File: config.mk
export PLATFORM = sky130hd
export DESIGN_NAME = roi_color_sampler
export DESIGN_NICKNAME = d
export VERILOG_FILES = /design/src/rtl/roi_color_sampler.sv
export SDC_FILE = /design/constraint.sdc
export NUM_CORES = 1
export LEC_CHECK = 0
export ABC_AREA = 1
export BUFFER_PORTS_ARGS = -buffer_cell sky130_fd_sc_hd__clkbuf_2
export CORE_ASPECT_RATIO = 1.75
export CORE_UTILIZATION = 45
export DETAILED_ROUTE_END_ITERATION = 6
export REMOVE_ABC_BUFFERS = 1
export SETUP_SLACK_MARGIN = 0.2
export SKIP_LAST_GASP = 1
export SYNTH_ARGS = -nofsm -noshare
export SYNTH_HDL_FRONTEND = slang
export SYNTH_SLANG_ARGS = --single-unit
File: constraint.sdc
create_clock -name PClk -period 9.35 [get_ports PClk]
set_input_delay 0.935 -clock PClk [delete_from_list [all_inputs] [get_ports PClk]]
set_output_delay 0.935 -clock PClk [all_outputs]
set_load 0.02 [all_outputs]
File: src/rtl/roi_color_sampler.sv
// ROI colour sampler: per-channel sums over a programmable rectangle, averaged by
// three parallel restoring dividers, plus a frame-latched binary pixel count.
module roi_color_sampler #(
  parameter int CH_W             = 8,
  parameter int CNT_W            = 12,
  parameter int ACC_W            = 32,
  parameter int BIN_W            = 21,
  parameter int FRAME_START_LINE = 1,
  parameter int DIV_LINE         = 479
) (
  input  logic                PClk,
  input  logic                Rst,
  input  logic [CNT_W-1:0]    VtcHCnt,
  input  logic [CNT_W-1:0]    VtcVCnt,
  input  logic [3*CH_W-1:0]   Pix,
  input  logic                Binary_PostProcess,
  input  logic [CNT_W-1:0]    roi_x0,
  input  logic [CNT_W-1:0]    roi_y0,
  input  logic [CNT_W-1:0]    roi_w,
  input  logic [CNT_W-1:0]    roi_h,
  input  logic                btn_ColorExtract,
  input  logic                sw_ColorClear,
  input  logic                sw_AutoTrack,
  output logic [3*CH_W-1:0]   Color_avg,
  output logic                avg_valid,
  output logic                roi_empty,
  output logic [3*CH_W-1:0]   Color_detect,
  output logic [BIN_W-1:0]    Binary_Sum
);

  localparam int DC_W = $clog2(ACC_W + 1);

  typedef enum logic [1:0] {ACCUM, DIVIDE, DONE} state_t;
  state_t state_reg, state_next;

  logic frame_start, div_trig, in_roi;
  logic load, div_step, done_now, div_zero;
  logic [CNT_W-1:0]  x0_reg, y0_reg, w_reg, h_reg;
  logic [CNT_W:0]    h_ext, v_ext, x_end, y_end;
  logic [ACC_W-1:0]  count_reg, divisor_reg;
  logic [DC_W-1:0]   div_cnt_reg;
  logic [3*CH_W-1:0] avg_q, avg_reg, detect_reg;
  logic              valid_reg, empty_reg;
  logic [BIN_W-1:0]  bin_cnt_reg, bin_sum_reg;

  assign frame_start = (VtcVCnt == CNT_W'(FRAME_START_LINE)) && (VtcHCnt == '0);
  assign div_trig    = (VtcVCnt == CNT_W'(DIV_LINE)) && (VtcHCnt == '0);

  // One extra bit on the bounds so x0+w past the counter range cannot wrap.
  assign h_ext  = {1'b0, VtcHCnt};
  assign v_ext  = {1'b0, VtcVCnt};
  assign x_end  = {1'b0, x0_reg} + {1'b0, w_reg};
  assign y_end  = {1'b0, y0_reg} + {1'b0, h_reg};
  assign in_roi = (h_ext >= {1'b0, x0_reg}) && (h_ext < x_end) &&
                  (v_ext >= {1'b0, y0_reg}) && (v_ext < y_end);

  always_ff @(posedge PClk) begin
    if (Rst) begin
      x0_reg <= '0;
      y0_reg <= '0;
      w_reg  <= '0;
      h_reg  <= '0;
    end else if (frame_start) begin
      x0_reg <= roi_x0;
      y0_reg <= roi_y0;
      w_reg  <= roi_w;
      h_reg  <= roi_h;
    end
  end

  always_ff @(posedge PClk) begin
    if (Rst || frame_start)
      count_reg <= '0;
    else if (in_roi && (count_reg != '1))
      count_reg <= count_reg + 1'b1;
  end

  always_ff @(posedge PClk) begin
    if (Rst) begin
      divisor_reg <= '0;
      div_cnt_reg <= '0;
    end else if (load) begin
      divisor_reg <= count_reg;
      div_cnt_reg <= '0;
    end else if (div_step) begin
      div_cnt_reg <= div_cnt_reg + 1'b1;
    end
  end

  assign div_zero = (divisor_reg == '0);

  for (genvar gi = 0; gi < 3; gi++) begin : g_ch
    logic [CH_W-1:0]  ch;
    logic [ACC_W-1:0] sum_reg, quo_reg, rem_reg;
    logic [ACC_W:0]   sum_add, rem_shift, rem_sub;

    assign ch        = Pix[gi*CH_W +: CH_W];
    assign sum_add   = {1'b0, sum_reg} + {{(ACC_W+1-CH_W){1'b0}}, ch};
    assign rem_shift = {rem_reg, quo_reg[ACC_W-1]};
    assign rem_sub   = rem_shift - {1'b0, divisor_reg};
    assign avg_q[gi*CH_W +: CH_W] = quo_reg[CH_W-1:0];

    always_ff @(posedge PClk) begin
      if (Rst || frame_start)
        sum_reg <= '0;
      else if (in_roi)
        sum_reg <= sum_add[ACC_W] ? '1 : sum_add[ACC_W-1:0];
    end

    // Quotient shifts in through the dividend register; a negative trial leaves the remainder.
    always_ff @(posedge PClk) begin
      if (Rst) begin
        rem_reg <= '0;
        quo_reg <= '0;
      end else if (load) begin
        rem_reg <= '0;
        quo_reg <= sum_reg;
      end else if (div_step) begin
        rem_reg <= rem_sub[ACC_W] ? rem_shift[ACC_W-1:0] : rem_sub[ACC_W-1:0];
        quo_reg <= {quo_reg[ACC_W-2:0], ~rem_sub[ACC_W]};
      end
    end
  end

  always_ff @(posedge PClk) begin
    if (Rst) state_reg <= ACCUM;
    else     state_reg <= state_next;
  end

  always_comb begin
    state_next = state_reg;
    load       = 1'b0;
    div_step   = 1'b0;
    done_now   = 1'b0;
    case (state_reg)
      ACCUM: begin
        if (div_trig) begin
          load       = 1'b1;
          state_next = (count_reg == '0) ? DONE : DIVIDE;
        end
      end
      DIVIDE: begin
        if (frame_start) begin
          state_next = ACCUM;
        end else begin
          div_step = 1'b1;
          if (div_cnt_reg == DC_W'(ACC_W - 1)) state_next = DONE;
        end
      end
      DONE: begin
        done_now   = 1'b1;
        state_next = ACCUM;
      end
      default: state_next = ACCUM;
    endcase
  end

  always_ff @(posedge PClk) begin
    if (Rst) begin
      avg_reg   <= '0;
      valid_reg <= 1'b0;
      empty_reg <= 1'b1;
    end else begin
      valid_reg <= done_now && !div_zero;
      if (done_now) begin
        empty_reg <= div_zero;
        if (!div_zero) avg_reg <= avg_q;
      end
    end
  end

  always_ff @(posedge PClk) begin
    if (Rst || sw_ColorClear)
      detect_reg <= '1;
    else if (btn_ColorExtract)
      detect_reg <= avg_reg;
    else if (sw_AutoTrack && valid_reg)
      detect_reg <= avg_reg;
  end

  always_ff @(posedge PClk) begin
    if (Rst) begin
      bin_cnt_reg <= '0;
      bin_sum_reg <= '0;
    end else if (frame_start) begin
      bin_cnt_reg <= '0;
      bin_sum_reg <= bin_cnt_reg;
    end else if (Binary_PostProcess && (bin_cnt_reg != '1)) begin
      bin_cnt_reg <= bin_cnt_reg + 1'b1;
    end
  end

  assign Color_avg    = avg_reg;
  assign avg_valid    = valid_reg;
  assign roi_empty    = empty_reg;
  assign Color_detect = detect_reg;
  assign Binary_Sum   = bin_sum_reg;

endmodule
# Yosys cells after proc, flatten, opt, wreduce, memory -nomap -nowiden
# Index checks and enable logic that the tools add are counted.
# totals
ff_bits,500
inputBits,102
output_inout_bits,71
wordCells,97
# op_classes
n_addsub,11
magnitude_cmp,4
n_eq_ne,9
muxes,24
n_bitwise,4
n_reduce_logical,22
# op_table
cell,n
32-bit 2-to-1 mux,12
32-bit by 8-bit adder with 33-bit output,3
33-bit by 32-bit subtractor with 33-bit output,3
32-bit logical NOT,2
24-bit 2-to-1 mux,2
32-bit by 1-bit adder with 32-bit output (second input constant),1
32-bit inequality test (second input constant),1
12-bit by 12-bit adder with 13-bit output,2
12-bit by 13-bit < comparator with 1-bit output,2
12-bit >= comparator,2
21-bit by 1-bit adder with 21-bit output (second input constant),1
21-bit inequality test (second input constant),1
12-bit by 1-bit equality test with 1-bit output (second input constant),1
12-bit by 9-bit equality test with 1-bit output (second input constant),1
12-bit logical NOT,1
1-bit logical AND,9
2-bit 2-to-1 mux,4
6-bit by 1-bit adder with 6-bit output (second input constant),1
6-bit by 5-bit equality test with 1-bit output (second input constant),1
1-bit 2-to-1 mux,5
1-bit NOT,4
2-bit one-hot mux with 2 select lines,1
2-bit AND reduction,2
2-bit nonzero test,2
8 further kinds,10

# Longest topological paths before layout
# depth
ltp_word,6
depth_mapped,24
mapped_depth_nobuf,22

# Worst setup path before layout
# No wires, ideal clock.
# synth_timing
path_type,register -> register
start,register x0_reg[0]
end,register count_reg[12]
setup_time_ps,128
arrival_time_ps,3023
required_time_ps,9222
setup_slack_ps,6199
path_stages_with_launch,23
path_buffers,2
synth_period_minus_slack_ps,3151
cell_sequence,dfxtp_1 -> ha_1 -> inv_1 -> fa_1 -> o21ai_1 -> a31oi_1 -> nor2_1 -> nor2_1 -> xor2_1 -> ha_1 -> a21o_1 -> nand2_1 -> nand2_1 -> nand4_1 -> inv_1 -> nor2_1 -> nand3_1 -> nor2_2 -> buf_4 -> buf_2 -> nand3_1 -> nand2_1 -> nor2_1
# synth_between
elab_chain_len,6
word_cells_on_any_way,7
classes_between,add/sub (1); order compare (2); reduce/logical (4)
# synth_lines
element,line_no,source
start: declaration,38,"logic [CNT_W-1:0] x0_reg, y0_reg, w_reg, h_reg;"
start signal: assignment,64,x0_reg <= roi_x0;
12-bit by 12-bit adder with 13-bit output,52,"assign x_end = {1'b0, x0_reg} + {1'b0, w_reg};"
12-bit by 13-bit < comparator with 1-bit output,54,"assign in_roi = (h_ext >= {1'b0, x0_reg}) && (h_ext < x_end) &&"
1-bit logical AND (*) (2 in a row),54,
1-bit logical AND (*),55,"(v_ext >= {1'b0, y0_reg}) && (v_ext < y_end);"
1-bit logical AND (*),74,else if (in_roi && (count_reg != '1))
end signal: assignment,75,count_reg <= count_reg + 1'b1;
end: declaration,40,"logic [ACC_W-1:0] count_reg, divisor_reg;"
# Every way passes the cells marked *; elsewhere a longest branch is shown, timed or not.
# A chain may end at the register's enable or synchronous reset.

# Final worst setup path
# layout_timing
start,register x0_reg[0]
end,register g_ch[1].sum_reg[22]
# layout_between
elab_chain_len,5
word_cells_on_any_way,6
classes_between,add/sub (1); order compare (2); reduce/logical (3)
# layout_lines
element,line_no,source
12-bit by 12-bit adder with 13-bit output,52,
12-bit by 13-bit < comparator with 1-bit output,54,
1-bit logical AND (*) (2 in a row),54,
1-bit logical AND (*),55,
end signal: assignment,107,sum_reg <= sum_add[ACC_W] ? '1 : sum_add[ACC_W-1:0];
end: declaration,94,"logic [ACC_W-1:0] sum_reg, quo_reg, rem_reg;"
# Marked as above.

==> impl_metrics.py <==
metrics = {
    "run_status": {
        "outcome": "finished with violations",
        "violations": "DRC",
    },
    "sta": {
        "slew_headroom": 0.2618,
        "post-route-period-util": 0.5141,
        "fmax_mhz": 208.0,
        "rsz0062_at_grt": "no",
        "tightest_slew_ns": 1.107,
        "finalSetupViolations": 0,
        "finalHoldViolCount": 0,
        "whs_ns": 0.4624,
        "min_period_ns": 4.807,
        "tns_ns": 0,
        "finalClockSkew_ns": 0.02708,
        "slew_viol_final": 0,
    },
    "yosys": {
        "syn_area_per_cell_um2": 6.244,
        "async_reset_ff_frac": 0,
        "synth_edf_count": 0,
        "yosysWarningCount": 0,
        "synth_cell_types": 47,
        "synth_seq_cells": 500,
        "synth_area_um2": 32900,
        "syn_inst": 5268,
        "synth_flop_cell": "dfxtp_1",
        "ys_seq_area_frac": 0.3043,
    },
    "floorplanning": {
        "core_um2": 72060,
        "rows": 130,
        "die-area_um2": 74230,
        "ios": 173,
        "die_w_um": 206.4,
        "initial_core_util": 0.4565,
        "die_y_um": 359.7,
    },
    "clocking": {
        "post_cts_resized": 0,
        "clock_latency_ns": 0.64,
        "htree_levels": 2,
        "clkTransAtPathRegs_ns": 0.07,
        "postCtsSetupBuffers": 0,
        "cts_inserted_buffers": 51,
        "clock_sinks": 500,
        "clk_path_buf_depth": 3,
        "hold_buffers": 0,
        "clock-root-buffer": "clkbuf_16",
        "cts_tree": "yes",
    },
    "setup_path": {
        "worstPathMaxFanout": 77,
        "worstPathArrival_ns": 5.32,
        "path_cells": "ha_1 -> inv_1 -> fa_1 -> o21ai_1 -> a31oi_1 -> nor2_1 -> nor2_1 -> xor2_1 -> ha_1 -> a21o_1 -> nand2_1 -> nand2_1 -> nand4_1 -> inv_1 -> nor2_1 -> nand3_1 -> nor2_4 -> buf_4 -> nand2_4 -> nor2_1 -> nor2_1",
        "cpLargestDelayFamily": "simple AND/OR/NAND/NOR gates",
        "cp-start-kind": "register",
        "endpoint_kind": "register",
        "worstPathRequired_ns": 9.86,
        "crit_slowest_cell": "buf_4",
        "cp_slowest_stage_delay_ns": 0.75,
        "crit_type": "register to register",
        "path_buf_inv": 3,
        "crit_top_cell": "nor2_1",
    },
    "global_routing": {
        "overflow": 0,
        "grt_pass1_vias": 31990,
        "gr-usage-all-layers": 0.2840,
        "antenna_found_initial": 2,
        "grt_first_pass_wirelength_um": 167000,
        "grt_max_degree": 121,
    },
    "run": {
        "maxCapViolations": 0,
    },
    "pwr": {
        "powerDensity_nw_per_um2": 127.5,
        "ir_drop_mv": 0.1559,
        "power.leakage_nw": 16.77,
    },
    "route": {
        "first_pass_iters": 7,
        "drt_iter0_markers": 1627,
        "finalWirelength_um": 106000,
        "final_antenna_net_count": 0,
        "drc_errors": 8,
        "num_vias": 33010,
        "vias_per_cell": 5.237,
        "wl_per_cell_um": 16.81,
    },
    "cells_and_area": {
        "syn_to_final_growth_pct": 9.532,
        "drive_gt1_frac": 0.06154,
        "most-common-layout-cells": "nand2_1, nor2_1, inv_1, dfxtp_1, a21oi_1",
        "num-nets-final": 5641,
        "final_common_cell": "nand2_1",
        "finalCoreUtilization": 0.5000,
        "fillers": 7761,
        "final_area_um2": 36030,
    },
    "placement": {
        "port_buffers": 172,
        "dp_hpwl_um": 77860,
        "placed_cell_area_um2": 34290,
        "gp_congestion": 0.9807,
    },
    "min_path": {
        "hp-class": "register to register",
    },
}
cell usage after synthesis (all sizes together), types with 6 or more instances:
library cell / instances / area share
o21ai: 336 / 0.052
o21bai: 28 / 0.0064
a31oi: 40 / 0.0076
clkbuf: 98 / 0.011
nand3b: 21 / 0.0048
nor3b: 6 / 0.0014
a21o: 7 / 0.0016
nor3: 80 / 0.013
and3: 8 / 0.0015
nor2: 752 / 0.086
or2: 7 / 0.0013
and2: 6 / 0.0011
xnor2: 24 / 0.0064
buf: 86 / 0.015
fa: 8 / 0.0049
nor4: 33 / 0.0069
inv: 646 / 0.074
xor2: 143 / 0.038
dfxtp: 500 / 0.30
ha: 194 / 0.074
nand3: 283 / 0.043
a21oi: 362 / 0.055
nand4: 81 / 0.016
nand2: 1512 / 0.17
per-stage QoR:
| stage | instances | total power, mW | worst slack, ns |
|---|---|---|---|
| finish | 6304 | 4.595 | 4.543 |
| global route | 6303 | 4.749 | 3.991 |
| floorplan | 5084 | 2.366 | 3.637 |
| global placement | 6208 | 2.468 | 4.530 |
| detailed placement | 6208 | 2.470 | 4.474 |
| CTS | 6303 | 4.644 | 4.475 |
final cells by class:
class | instances | area, um^2 | area share
clock inverter | 33 | 337.8 | 0.009376
sequential | 500 | 10010 | 0.2778
timing repair buffer | 200 | 1074 | 0.02979
clock buffer | 62 | 1399 | 0.03882
tap | 924 | 1156 | 0.03209
multi-input combinational | 3938 | 19620 | 0.5445
antenna | 1 | 2.502 | 0.00006945
inverter | 646 | 2435 | 0.06758
report_power, final:
part	switching [mW]	total, mW	internal, mW
combinational	0.166	0.248	0.0816
sequential	0.0221	2.17	2.15
clock	0.961	2.17	1.21
logic make-up after synthesis:
| logic type | after synthesis | share of synthesized area |
|---|---|---|
| AND/OR/NAND/NOR | 2790 | 0.3485 |
| AO/OA/AOI/OAI | 779 | 0.1237 |
| buffers and inverters | 830 | 0.1003 |
| flip-flops | 500 | 0.3043 |
| adder cells (fa/ha/maj) | 202 | 0.07866 |
| XOR/XNOR | 167 | 0.04446 |
per-layer routing:
metal  wire [um]  up-vias  GRT usage
met3        3848      283    0.02861
met1       39950    15160     0.2947
met2       55740      628     0.5396
met4        6419        0     0.1621
met5           0        -          0
li1            -    16940          -
worst reg2reg max path: stages (launching register included):
cell,delay [ns]
dfxtp_1,0.36
ha_1,0.18
inv_1,0.06
fa_1,0.39
o21ai_1,0.34
a31oi_1,0.19
nor2_1,0.12
nor2_1,0.06
xor2_1,0.14
ha_1,0.29
a21o_1,0.16
nand2_1,0.05
nand2_1,0.04
nand4_1,0.10
inv_1,0.05
nor2_1,0.09
nand3_1,0.11
nor2_4,0.57
buf_4,0.77
nand2_4,0.39
nor2_1,0.20
nor2_1,0.05
final timing paths:
kind | from | to | slack [ns] | cells after the start
setup reg to reg | x0_reg[0]$_SDFFE_PP0P_ | g_ch[1].sum_reg[22]$_SDFFE_PP0P_ | 4.54 | 21
hold / removal | g_ch[0].quo_reg[29]$_SDFFE_PP0P_ | g_ch[0].quo_reg[30]$_SDFFE_PP0P_ | 0.46 | 2
setup / recovery | x0_reg[0]$_SDFFE_PP0P_ | g_ch[1].sum_reg[22]$_SDFFE_PP0P_ | 4.54 | 21
hold reg to reg | g_ch[0].quo_reg[29]$_SDFFE_PP0P_ | g_ch[0].quo_reg[30]$_SDFFE_PP0P_ | 0.46 | 2
Power figures use the tool's default switching activity.
